$ cat src/rtl/clock_controller_if.sv
// Bundles the control inputs and status outputs of the CPU clock-enable sequencer.
// The board/test side uses the master modport. The sequencer uses the slave modport.
interface clock_controller_if #(
   parameter int DIV_W   = 8,
   parameter int BURST_W = 8,
   parameter int CNT_W   = 16
);
   logic               clk_select;
   logic               manual_clk;
   logic               run;
   logic               burst_start;
   logic [BURST_W-1:0] burst_len;
   logic [DIV_W-1:0]   div;
   logic               cpu_ce;
   logic [1:0]         mode;
   logic               busy;
   logic [CNT_W-1:0]   cycle_count;

   modport master (
      output clk_select, manual_clk, run, burst_start, burst_len, div,
      input  cpu_ce, mode, busy, cycle_count
   );

   modport slave (
      input  clk_select, manual_clk, run, burst_start, burst_len, div,
      output cpu_ce, mode, busy, cycle_count
   );
endinterface

$ cat src/rtl/clock_controller.sv
// Decides when the CPU datapath advances by emitting a one-cycle enable.
// The enable comes from halt, divided free-run, debounced manual step, or a counted burst.
module clock_controller #(
   parameter int DIV_W     = 8,
   parameter int BURST_W   = 8,
   parameter int CNT_W     = 16,
   parameter int DB_CYCLES = 4
) (
   input  logic               clk,
   input  logic               reset,
   clock_controller_if.slave  bus
);

   localparam int DB_W = $clog2(DB_CYCLES + 1);

   typedef enum logic [1:0] {
      IDLE   = 2'd0,
      RUN    = 2'd1,
      MANUAL = 2'd2,
      BURST  = 2'd3
   } state_t;

   state_t             state, next_state;
   logic               sel_meta, sel_s, btn_meta, btn_s;
   logic [DB_W-1:0]    db_cnt;
   logic               deb, deb_q, step_pulse;
   logic [DIV_W-1:0]   div_cnt;
   logic               auto_mode, tick;
   logic [BURST_W-1:0] remaining;
   logic               ce_next, cpu_ce;
   logic [CNT_W-1:0]   cycle_count;

   // Switch and button are asynchronous to clk, so each passes two flops before use.
   always_ff @(posedge clk or negedge reset) begin
      if (!reset) begin
         sel_meta <= 1'b0;
         sel_s    <= 1'b0;
         btn_meta <= 1'b0;
         btn_s    <= 1'b0;
      end else begin
         sel_meta <= bus.clk_select;
         sel_s    <= sel_meta;
         btn_meta <= bus.manual_clk;
         btn_s    <= btn_meta;
      end
   end

   // The button must differ from the debounced level for DB_CYCLES cycles in a row before it is accepted.
   always_ff @(posedge clk or negedge reset) begin
      if (!reset) begin
         db_cnt <= '0;
         deb    <= 1'b0;
         deb_q  <= 1'b0;
      end else begin
         deb_q <= deb;
         if (btn_s == deb) begin
            db_cnt <= '0;
         end else if (db_cnt == DB_W'(DB_CYCLES - 1)) begin
            deb    <= btn_s;
            db_cnt <= '0;
         end else begin
            db_cnt <= db_cnt + DB_W'(1);
         end
      end
   end

   assign step_pulse = deb & ~deb_q;

   assign auto_mode = (state == RUN) || (state == BURST);
   assign tick      = auto_mode && (div_cnt >= bus.div);

   // Restarting the divider on state entry makes the first tick land div+1 cycles after entry.
   always_ff @(posedge clk or negedge reset) begin
      if (!reset) begin
         div_cnt <= '0;
      end else if (!auto_mode || (next_state != state) || tick) begin
         div_cnt <= '0;
      end else begin
         div_cnt <= div_cnt + DIV_W'(1);
      end
   end

   always_ff @(posedge clk or negedge reset) begin
      if (!reset) begin
         remaining <= '0;
      end else if (state == IDLE && next_state == BURST) begin
         remaining <= bus.burst_len;
      end else if (state == BURST && next_state == MANUAL) begin
         remaining <= '0;
      end else if (state == BURST && tick) begin
         remaining <= remaining - BURST_W'(1);
      end
   end

   always_ff @(posedge clk or negedge reset) begin
      if (!reset) begin
         state <= IDLE;
      end else begin
         state <= next_state;
      end
   end

   always_comb begin
      next_state = state;
      case (state)
         IDLE: begin
            if (sel_s)
               next_state = MANUAL;
            else if (bus.burst_start && (bus.burst_len != '0))
               next_state = BURST;
            else if (bus.run)
               next_state = RUN;
         end
         RUN: begin
            if (sel_s)
               next_state = MANUAL;
            else if (!bus.run)
               next_state = IDLE;
         end
         MANUAL: begin
            if (!sel_s)
               next_state = IDLE;
         end
         BURST: begin
            if (sel_s)
               next_state = MANUAL;
            else if (tick && (remaining == BURST_W'(1)))
               next_state = IDLE;
         end
         default: next_state = IDLE;
      endcase
   end

   // The final burst tick still fires as the FSM leaves BURST. Any other state change suppresses the enable.
   always_comb begin
      ce_next = 1'b0;
      case (state)
         RUN:     ce_next = tick && (next_state == RUN);
         BURST:   ce_next = tick && (next_state != MANUAL);
         MANUAL:  ce_next = step_pulse && (next_state == MANUAL);
         default: ce_next = 1'b0;
      endcase
   end

   always_ff @(posedge clk or negedge reset) begin
      if (!reset) begin
         cpu_ce      <= 1'b0;
         cycle_count <= '0;
      end else begin
         cpu_ce <= ce_next;
         if (cpu_ce)
            cycle_count <= cycle_count + CNT_W'(1);
      end
   end

   assign bus.cpu_ce      = cpu_ce;
   assign bus.cycle_count = cycle_count;
   assign bus.mode        = state;
   assign bus.busy        = (state == BURST);

endmodule

$ cat src/flat_wrapper.sv
// flat-port wrapper written by rule: the top's interface ports become plain ports
module clock_controller_flat 
#(
   parameter int DIV_W     = 8,
   parameter int BURST_W   = 8,
   parameter int CNT_W     = 16,
   parameter int DB_CYCLES = 4
)
  (clk, reset, bus_clk_select, bus_manual_clk, bus_run, bus_burst_start, bus_burst_len, bus_div, bus_cpu_ce, bus_mode, bus_busy, bus_cycle_count);
  clock_controller_if #(.DIV_W(DIV_W), .BURST_W(BURST_W), .CNT_W(CNT_W)) bus_i ();
  input  logic clk;
  input  logic reset;
  input wire logic [$bits(bus_i.clk_select)-1:0] bus_clk_select;
  input wire logic [$bits(bus_i.manual_clk)-1:0] bus_manual_clk;
  input wire logic [$bits(bus_i.run)-1:0] bus_run;
  input wire logic [$bits(bus_i.burst_start)-1:0] bus_burst_start;
  input wire logic [$bits(bus_i.burst_len)-1:0] bus_burst_len;
  input wire logic [$bits(bus_i.div)-1:0] bus_div;
  output wire logic [$bits(bus_i.cpu_ce)-1:0] bus_cpu_ce;
  output wire logic [$bits(bus_i.mode)-1:0] bus_mode;
  output wire logic [$bits(bus_i.busy)-1:0] bus_busy;
  output wire logic [$bits(bus_i.cycle_count)-1:0] bus_cycle_count;
  assign bus_i.clk_select = bus_clk_select;
  assign bus_i.manual_clk = bus_manual_clk;
  assign bus_i.run = bus_run;
  assign bus_i.burst_start = bus_burst_start;
  assign bus_i.burst_len = bus_burst_len;
  assign bus_i.div = bus_div;
  assign bus_cpu_ce = bus_i.cpu_ce;
  assign bus_mode = bus_i.mode;
  assign bus_busy = bus_i.busy;
  assign bus_cycle_count = bus_i.cycle_count;
  clock_controller #(.DIV_W(DIV_W), .BURST_W(BURST_W), .CNT_W(CNT_W), .DB_CYCLES(DB_CYCLES)) u_core (.clk(clk), .reset(reset), .bus(bus_i));
endmodule
$ cat config.mk
export PLATFORM = sky130hd
export DESIGN_NAME = clock_controller_flat
export DESIGN_NICKNAME = d
export VERILOG_FILES = /design/src/rtl/clock_controller_if.sv /design/src/rtl/clock_controller.sv /design/src/flat_wrapper.sv
export SDC_FILE = /design/constraint.sdc
export NUM_CORES = 1
export LEC_CHECK = 0
export CAP_MARGIN = 20
export CORE_UTILIZATION = 39
export CTS_CLUSTER_SIZE = 16
export DETAILED_ROUTE_END_ITERATION = 10
export PLACE_DENSITY_LB_ADDON = 0.2
export SYNTH_ARGS = -nofsm -noshare
export SYNTH_HDL_FRONTEND = slang
export SYNTH_SLANG_ARGS = --single-unit
export TNS_END_PERCENT = 10
$ cat constraint.sdc
create_clock -name clk -period 1.9 [get_ports clk]
set_input_delay 0.38 -clock clk [delete_from_list [all_inputs] [get_ports clk]]
set_output_delay 0.38 -clock clk [all_outputs]
set_load 0.01 [all_outputs]
==> results of run 1 <==
-- per-layer routing --
metal / track usage [%] / routed length [um] / part of all wire (%) / vias up
li1: - / - / - / 873
met1: 22.5 / 2190 / 44 / 883
met2: 27.7 / 2420 / 49 / 55
met3: 3.93 / 256 / 5.2 / 9
met4: 5.96 / 68 / 1.4 / 0
met5: 0 / 0 / 0 / -
-- cells by family (layout without fill, tap and decap cells) --
| family | Yosys count | count (layout) | share of synthesized area [%] |
|---|---|---|---|
| compound gates | 31 | 31 | 9.27 |
| xor+xnor | 26 | 26 | 10.5 |
| fa+ha+maj | 13 | 13 | 7.48 |
| buf+inv | 17 | 92 | 2.94 |
| flops | 44 | 44 | 50.7 |
| mux | 3 | 3 | 1.73 |
| simple gates | 74 | 74 | 17.4 |
-- synthesized netlist by cell type (all sizes together), types with 2 or more instances --
cell / n
inv: 16
xnor2: 18
nor3: 6
nor3b: 2
nand2: 16
and3: 6
nor2b: 3
a211oi: 3
nand4: 5
nor2: 15
o21ai: 8
a21oi: 8
dfrtp: 44
nand3: 13
xor2: 8
nor4: 3
ha: 13
a31oi: 2
mux2: 3
o211ai: 2
-- power by group --
group	switching, mW	internal, mW	total (mW)
sequential	0.156	1.07	1.23
clock	0.322	0.249	0.572
combinational	0.264	0.338	0.603
total	0.743	1.66	2.40
-- layout make-up --
cell class              count  share of cell area, %
clock buffers               5                   2.14
clock inverters             2                  0.389
well taps                  70                   2.73
multi-input cells         147                   38.5
repair buffers             69                   20.1
inverters                  16                   1.87
flip-flops and latches     44                   34.3
-- what timing repair did --
action                                 in CTS  in global routing
pin swaps                                  12                 21
hold buffers                                0                  0
setup buffers                               0                  5
gates resized for setup                    15                 39
endpoints found under the hold margin       0                  0
setup endpoints to repair                  20                 19
-- worst paths after layout --
path / start / endpoint / slack (ps) / cells after the start
max reg2reg: u_core.div_cnt[1]$_DFF_PN0_ / u_core.remaining[6]$_DFFE_PN0P_ / -30 / 8
min reg2reg: u_core.sel_meta$_DFF_PN0_ / u_core.sel_s$_DFF_PN0_ / 350 / 0
max in group asynchronous: reset / u_core.div_cnt[5]$_DFF_PN0_ / 1250 / 2
min: reset / u_core.remaining[4]$_DFFE_PN0P_ / 50 / 1
min in group clk: u_core.sel_meta$_DFF_PN0_ / u_core.sel_s$_DFF_PN0_ / 350 / 0
max: bus_div[2] / u_core.remaining[6]$_DFFE_PN0P_ / -40 / 10
-- state kept, by name, indices dropped and copies added (netlist names) --
name / flops
u_core.btn_meta: 1
u_core.btn_s: 1
u_core.bus.cpu_ce: 1
u_core.bus.cycle_count: 16
u_core.bus.mode: 2
u_core.db_cnt: 3
u_core.deb: 1
u_core.deb_q: 1
u_core.div_cnt: 8
u_core.remaining: 8
u_core.sel_meta: 1
u_core.sel_s: 1
-- cells in the final DEF, fill, tap and decap left out, types with 3 or more instances in the layout --
cell type / count
dfrtp_1: 43
clkdlybuf4s50_1: 28
buf_4: 26
xnor2_1: 18
inv_1: 14
nand2_1: 14
nand3_1: 13
nor2_1: 13
dlymetal6s2s_1: 10
xor2_1: 8
ha_4: 7
and3_1: 6
ha_1: 6
nor3_1: 5
nand4_1: 5
clkbuf_8: 5
a21oi_1: 4
o21ai_0: 4
a211oi_2: 3
-- through the flow --
step	cell area, um2	worst slack [ps]
after floorplan	2190	-10.3
after CTS	2970	-97.3
final	3210	-40.7
after global routing	3210	-86.3
after detailed placement	2850	-610
after global placement	2850	-584
==> impl_metrics.env, run 1 <==
export IMPL_synth_top_area_share_pct=50.7
export IMPL_final_core_util_pct=61.3
export IMPL_fin_ws_ps=-40.7
export IMPL_pwr_density_cell_mw_per_mm2=748
export IMPL_drt_pre_antenna_iters=4
export IMPL_cpPeakStageDelay_ps=450
export IMPL_dieArea_mm2=0.00588
export IMPL_grt_pass1_wl_um=7960
export IMPL_tightestPinTransition_ps=596
export IMPL_synth_seq_cells=44
export IMPL_clock_latency_ps=300
export IMPL_slew_viol_final=0
export IMPL_violations="setup timing"
export IMPL_cts_tree="done"
export IMPL_cts_sinks=44
export IMPL_clkSlewWorstSetupHoldPaths_ps=90
export IMPL_cellLeakagePower_nw=1.46
export IMPL_crit_buf_inv=3
export IMPL_clock_path_buffers=2
export IMPL_die_x_um=76.7
export IMPL_grt_overflow=0
export IMPL_yosysWarnings=0
export IMPL_finalCritPeriodShare_pct=102
export IMPL_tns_ps=-86.0
export IMPL_post_route_min_period_ps=1940
export IMPL_core_area_mm2=0.00524
export IMPL_portBuffers=41
export IMPL_fp_row_count=26
export IMPL_critPathRequiredTime_ps=2110
export IMPL_synth_avg_cell_area_um2=10.4
export IMPL_critPathSlowestCell="clkdlybuf4s50_1"
export IMPL_stdcell_count=353
export IMPL_endpoint_kind="register"
export IMPL_vias_per_cell=5.16
export IMPL_holdWs_ps=49.6
export IMPL_finClkSkew_ps=12.8
export IMPL_globalplace_congestion=0.827
export IMPL_io_pins=42
export IMPL_cp_data_arrival_time_ps=2150
export IMPL_synth_top_cells_by_area="dfrtp_1 51%, ha_1 7.5%, xnor2_1 7.3%"
export IMPL_nets=318
export IMPL_status="finished, violations left"
export IMPL_ys_seq_area_share_pct=50.7
export IMPL_setup_viol=5
export IMPL_drc=0
export IMPL_netlist_instances=208
export IMPL_synthesis_nets=243
export IMPL_yosysTopAreaCell="dfrtp_1"
export IMPL_start_util_pct=41.5
export IMPL_grt_usage_pct=17.1
export IMPL_hold_path_class="input port to asynchronous set/reset pin"
export IMPL_num_vias=1820
export IMPL_synth_edf_count=0
export IMPL_final_hold_viol_count=0
export IMPL_grt_pass1_vias=1727
export IMPL_post_dp_hpwl_um=3350
export IMPL_synthArstFlopShare_pct=100
export IMPL_antenna_cells=0
export IMPL_drt_iter0_markers=107
export IMPL_startpoint_type="input port"
export IMPL_ant_nets=0
export IMPL_drive_above_1_share_pct=25.4
export IMPL_post_place_cells=341
export IMPL_ir_worst_vdd_v=0.000492
export IMPL_synth_main_ff_cell="dfrtp_1"
export IMPL_final_fill_count=412
export IMPL_maxCapViolCount=0
export IMPL_dieHeight_um=76.7
export IMPL_slew_headroom_pct=59.9
export IMPL_cts_htree_levels=2
export IMPL_cts_made_buffers=5
export IMPL_crit_path_cell_trace="clkdlybuf4s50_1 > inv_1 > ha_4 > a31oi_4 > nor2b_2 > o31ai_4 > buf_6 > a21oi_4 > a211oi_2 > a311oi_2"
export IMPL_rsz0062_at_grt="true"
export IMPL_max_freq_mhz=515
export IMPL_cts_root_buf="clkbuf_8"
export IMPL_multi_input_area_mm2=0.00124
export IMPL_total_power_mw=2.40
export IMPL_critPathKind="input port to register"
export IMPL_critPathTopFamily="compound AO/OA/AOI/OAI gates"
export IMPL_wl_um=4930
export IMPL_grt_max_degree=24
export IMPL_ys_types=36
export IMPL_antenna_found_initial=0
export IMPL_area_delta_synth_final_pct=47.8
export IMPL_path_max_fanout=3
export IMPL_wl_per_cell_um=14.0
export IMPL_mappedNetlistArea_mm2=0.00217
export IMPL_final_seq_area_mm2=0.00110
Power figures use the tool's default switching activity.
==> run 2, diff against run 1 <==
- DONT_BUFFER_PORTS: unset -> 1
==> impl_metrics.env, run 2 (synthesized netlist as in run 1, its figures left out) <==
export IMPL_status="finished, violations left"
export IMPL_violations="setup timing"
export IMPL_drt_pre_antenna_iters=4
export IMPL_io_pins=42
export IMPL_finalCritPeriodShare_pct=101
export IMPL_hold_end="u_core.sel_meta$_DFF_PN0_"
export IMPL_grt_overflow=0
export IMPL_post_dp_hpwl_um=3160
export IMPL_slew_headroom_pct=73.0
export IMPL_endpoint_kind="register"
export IMPL_max_freq_mhz=519
export IMPL_use_met3_pct=5.95
export IMPL_clock_latency_ps=300
export IMPL_finClkSkew_ps=7.30
export IMPL_hold_depth=0
export IMPL_maxCapViolCount=0
export IMPL_slew_viol_final=0
export IMPL_min_delay_start="bus_clk_select"
export IMPL_dieArea_mm2=0.00588
export IMPL_nets=267
export IMPL_worstReg2RegEnd="u_core.remaining[1]$_DFFE_PN0P_"
export IMPL_post_route_min_period_ps=1930
export IMPL_r2r_setup_slack_ps=-30
export IMPL_regToRegStartpoint="u_core.div_cnt[1]$_DFF_PN0_"
export IMPL_setup_viol=1
export IMPL_largestRegisters="u_core.bus.cycle_count (16), u_core.div_cnt (8), u_core.remaining (8)"
export IMPL_start_util_pct=41.5
export IMPL_fp_row_count=26
export IMPL_cts_made_buffers=5
export IMPL_clkSlewWorstSetupHoldPaths_ps=80
export IMPL_globalplace_congestion=0.818
export IMPL_startpoint_type="register"
export IMPL_drt_iter0_markers=101
export IMPL_cp_data_arrival_time_ps=2120
export IMPL_hold_path_class="input port to register"
export IMPL_antenna_found_initial=0
export IMPL_critPathRequiredTime_ps=2090
export IMPL_portBuffers=0
export IMPL_final_hold_viol_count=0
export IMPL_drc=0
export IMPL_wl_per_cell_um=14.1
export IMPL_gr_usage_met2_pct=24.6
export IMPL_largest_reg_flops=16
export IMPL_clock_path_buffers=2
export IMPL_ant_nets=0
export IMPL_top_register="u_core.bus.cycle_count"
export IMPL_cellLeakagePower_nw=1.17
export IMPL_grt_pass1_vias=1572
export IMPL_grt_usage_pct=16.3
export IMPL_critPathKind="register to register"
export IMPL_wl_um=4280
export IMPL_grt_max_degree=45
export IMPL_ir_worst_vdd_v=0.000499
export IMPL_rsz0062_at_grt="true"
export IMPL_area_delta_synth_final_pct=19.7
export IMPL_globalRoute_busiestLayer="met2"
export IMPL_final_common_cell="dfrtp_1"
export IMPL_fin_ws_ps=-27.8
export IMPL_total_power_mw=2.24
export IMPL_pwr_density_cell_mw_per_mm2=861
export IMPL_reg2reg_depth=8
export IMPL_cts_htree_levels=2
export IMPL_dpl_worst_slack_ps=-139
export IMPL_num_vias=1595
export IMPL_final_cell_mix="44 x dfrtp_1, 16 x inv_1, 16 x nand2_1, 16 x xnor2_1, 15 x buf_4"
export IMPL_antenna_cells=0
export IMPL_cts_root_buf="clkbuf_8"
export IMPL_die_x_um=76.7
export IMPL_drive_above_1_share_pct=18.5
export IMPL_cts_tree="done"
export IMPL_grt_pass1_wl_um=7440
export IMPL_met1_usage_pct=20.8
export IMPL_dieHeight_um=76.7
export IMPL_tightestPinTransition_ps=403
export IMPL_vias_per_cell=5.26
export IMPL_cts_sinks=44
export IMPL_path_max_fanout=5
export IMPL_core_area_mm2=0.00524
run 2: changes by cell type in the layout (fill, tap and decap cells not counted), sizes merged:
cell	before	now
clkinv	1	0
dlygate4sd3	0	1
clkbuf	5	7
dlymetal6s2s	10	0
dlygate4sd2	2	0
buf	29	17
clkdlybuf4s50	28	0
run 2: worst max-delay path, stage by stage (launching register included):
cell and delay (ps):
dfrtp_1 410, ha_4 220, nor2b_1 120, o211a_1 250, o31ai_4 250, buf_6 170
and2_4 160, o21ai_1 60, a22o_1 180
run 2: worst max path at each step:
| stage | from | to |
|---|---|---|
| 6_report | u_core.div_cnt[1]$_DFF_PN0_ | u_core.remaining[1]$_DFFE_PN0P_ |
| 5_1_grt | u_core.div_cnt[1]$_DFF_PN0_ | u_core.remaining[1]$_DFFE_PN0P_ |
| 4_1_cts | u_core.div_cnt[1]$_DFF_PN0_ | u_core.remaining[6]$_DFFE_PN0P_ |
| 3_5_place_dp | bus_div[1] | u_core.remaining[6]$_DFFE_PN0P_ |
| 3_3_place_gp | bus_div[1] | u_core.remaining[6]$_DFFE_PN0P_ |
| 2_1_floorplan | bus_div[1] | u_core.remaining[6]$_DFFE_PN0P_ |
run 2: per-stage QoR:
stage          cell area (um2)  util [%]  hold WS, ps  instances  setup TNS, ps
2_1_floorplan             2190         -         84.4        208          -10.3
3_3_place_gp              2380      45.4         85.5        291           -803
3_5_place_dp              2380      45.4         85.3        291           -871
4_1_cts                   2520      48.2         93.7        302           -177
5_1_grt                   2600      49.7         84.4        303           -557
6_report                  2600      49.7          108        303          -27.8
run 2: power by group:
part | switching, mW | leakage [nW] | internal (mW)
Sequential | 0.164 | 0.577 | 1.07
Combinational | 0.189 | 0.545 | 0.206
Clock | 0.314 | 0.0445 | 0.296
Total | 0.666 | 1.17 | 1.57
run 2: what timing repair did:
item                                    4_1_cts  5_1_grt
hold endpoints to repair                     44        0
endpoints found under the setup margin       10       19
gates resized for setup                       5       16
hold buffers                                  2        0
pin swaps                                     4        6
buffers inserted                              1        1
run 2: layout make-up:
type | count | area [um2]
Clock buffer | 7 | 86.3
Timing Repair Buffer | 18 | 161
Multi-Input combinational cell | 147 | 1100
Tap cell | 70 | 87.6
Inverter | 16 | 60.1
Fill cell | 476 | 2640
Sequential cell | 44 | 1100
Clock inverter | 1 | 7.51
run 2: layer usage:
| layer | part of all wire (%) | vias to the layer above |
|---|---|---|
| li1 | - | 774 |
| met1 | 45 | 776 |
| met2 | 46 | 36 |
| met3 | 6.3 | 9 |
| met4 | 2.0 | 0 |
| met5 | 0 | - |
==> run 3, diff against run 2 <==
- CORE_MARGIN: unset -> 2
- HOLD_SLACK_MARGIN: unset -> 0.06
- SKIP_CTS_REPAIR_TIMING: unset -> 1
==> impl_metrics.env, run 3 (synthesized netlist as in run 1, its figures left out) <==
export IMPL_post_dp_hpwl_um=3050
export IMPL_switchingPower_mw=0.658
export IMPL_finalCritPeriodShare_pct=99.6
export IMPL_setup_viol=0
export IMPL_clock_path_buffers=2
export IMPL_critPathKind="register to register"
export IMPL_p_int_mw=1.52
export IMPL_p_sw_share_pct=30.2
export IMPL_grt_pass1_wl_um=7040
export IMPL_portBuffers=0
export IMPL_slew_viol_final=0
export IMPL_final_cell_mix="44 x dfrtp_1, 19 x buf_4, 18 x xnor2_1, 16 x inv_1, 16 x nand2_1"
export IMPL_nets=272
export IMPL_cts_htree_levels=2
export IMPL_grt_max_degree=45
export IMPL_grt_usage_pct=14.5
export IMPL_start_util_pct=40.0
export IMPL_clkSlewWorstSetupHoldPaths_ps=80
export IMPL_largestRegisters="u_core.bus.cycle_count (16), u_core.div_cnt (8), u_core.remaining (8)"
export IMPL_drt_pre_antenna_iters=4
export IMPL_fp_row_count=27
export IMPL_drc=0
export IMPL_top_register="u_core.bus.cycle_count"
export IMPL_final_hold_viol_count=0
export IMPL_critPathRequiredTime_ps=2080
export IMPL_drt_iter0_markers=82
export IMPL_tightestPinTransition_ps=447
export IMPL_combPwrFrac_pct=18.3
export IMPL_post_route_min_period_ps=1890
export IMPL_path_max_fanout=6
export IMPL_tns_ps=0
export IMPL_dpl_worst_slack_ps=-165
export IMPL_globalplace_congestion=0.786
export IMPL_cts_sinks=44
export IMPL_slew_headroom_pct=69.9
export IMPL_vias_per_cell=5.04
export IMPL_io_pins=42
export IMPL_drive_above_1_share_pct=21.5
export IMPL_wl_um=4110
export IMPL_cts_made_buffers=5
export IMPL_num_vias=1557
export IMPL_cts_tree="done"
export IMPL_final_fill_count=521
export IMPL_ant_nets=0
export IMPL_core_area_mm2=0.00544
export IMPL_dieArea_mm2=0.00619
export IMPL_area_delta_synth_final_pct=21.1
export IMPL_grt_overflow=0
export IMPL_cts_root_buf="clkbuf_8"
export IMPL_antenna_found_initial=0
export IMPL_max_freq_mhz=528
export IMPL_cp_data_arrival_time_ps=2070
export IMPL_ir_worst_vdd_v=0.000424
export IMPL_status="finished clean"
export IMPL_maxCapViolCount=0
export IMPL_startpoint_type="register"
export IMPL_clock_latency_ps=280
export IMPL_die_x_um=78.7
export IMPL_dieHeight_um=78.7
export IMPL_final_core_util_pct=48.4
export IMPL_fin_ws_ps=6.97
export IMPL_grt_pass1_vias=1547
export IMPL_largest_reg_flops=16
export IMPL_wl_per_cell_um=13.3
export IMPL_cellLeakagePower_nw=1.18
export IMPL_endpoint_kind="register"
export IMPL_rsz0062_at_grt="true"
export IMPL_p_clk_share_pct=25.5
export IMPL_finClkSkew_ps=4.76
export IMPL_seqPwrFrac_pct=56.2
export IMPL_antenna_cells=0
export IMPL_pwr_density_cell_mw_per_mm2=829
export IMPL_final_common_cell="dfrtp_1"
export IMPL_hold_path_class="input port to register"
export IMPL_holdWs_ps=119
-- run 3: worst max-delay path, cell delays in order, from the launching register on --
cell,delay (ps)
dfrtp_1,420
ha_4,230
nor2b_2,140
o211a_1,230
o31ai_4,180
buf_6,160
and2_4,170
o21ai_1,60
a22o_1,190
-- run 3: per-stage QoR --
stage	instances	power, mW	area, um2
final	309	2.18	2630
after global routing	309	2.33	2630
after global placement	298	1.59	2420
after floorplan	208	1.49	2190
after detailed placement	298	1.60	2420
after CTS	305	2.17	2500
-- run 3: per-layer routing --
layer  up-vias  part of all wire (%)  GRT usage (%)
met5         -                     0              0
met4         0                   1.1           4.39
met2        33                    44           22.5
met1       735                    50           18.9
li1        783                     -              -
met3         6                   4.9           5.29
-- run 3: path summary, 6_finish.rpt --
kind | start | slack, ps | depth (start not counted) | endpoint
max in group asynchronous | reset | 1120 | 2 | u_core.bus.mode[0]$_DFF_PN0_
min | bus_clk_select | 120 | 0 | u_core.sel_meta$_DFF_PN0_
max | u_core.div_cnt[1]$_DFF_PN0_ | 7 | 8 | u_core.remaining[1]$_DFFE_PN0P_
min reg2reg | u_core.sel_meta$_DFF_PN0_ | 350 | 0 | u_core.sel_s$_DFF_PN0_
max reg2reg | u_core.div_cnt[1]$_DFF_PN0_ | 7 | 8 | u_core.remaining[1]$_DFFE_PN0P_
min in group asynchronous | reset | 580 | 2 | u_core.bus.cycle_count[13]$_DFFE_PN0P_
-- run 3: power by group through the flow --
stage | registers [mW] | clock network [mW] | logic [mW]
after floorplan | 1.22 | 0 | 0.269
after global placement | 1.24 | 0 | 0.349
after detailed placement | 1.24 | 0 | 0.359
after CTS | 1.22 | 0.580 | 0.361
after global routing | 1.24 | 0.626 | 0.461
final | 1.23 | 0.556 | 0.399
-- run 3: final cells by class --
class / count / area (um2) / share of cell area, %
clock buffers: 5 / 68.8 / 2.61
clock inverters: 2 / 12.5 / 0.475
inverters: 16 / 60.1 / 2.28
multi-input cells: 147 / 1100 / 41.7
flip-flops and latches: 44 / 1100 / 41.8
well taps: 72 / 90.1 / 3.42
repair buffers: 23 / 203 / 7.70
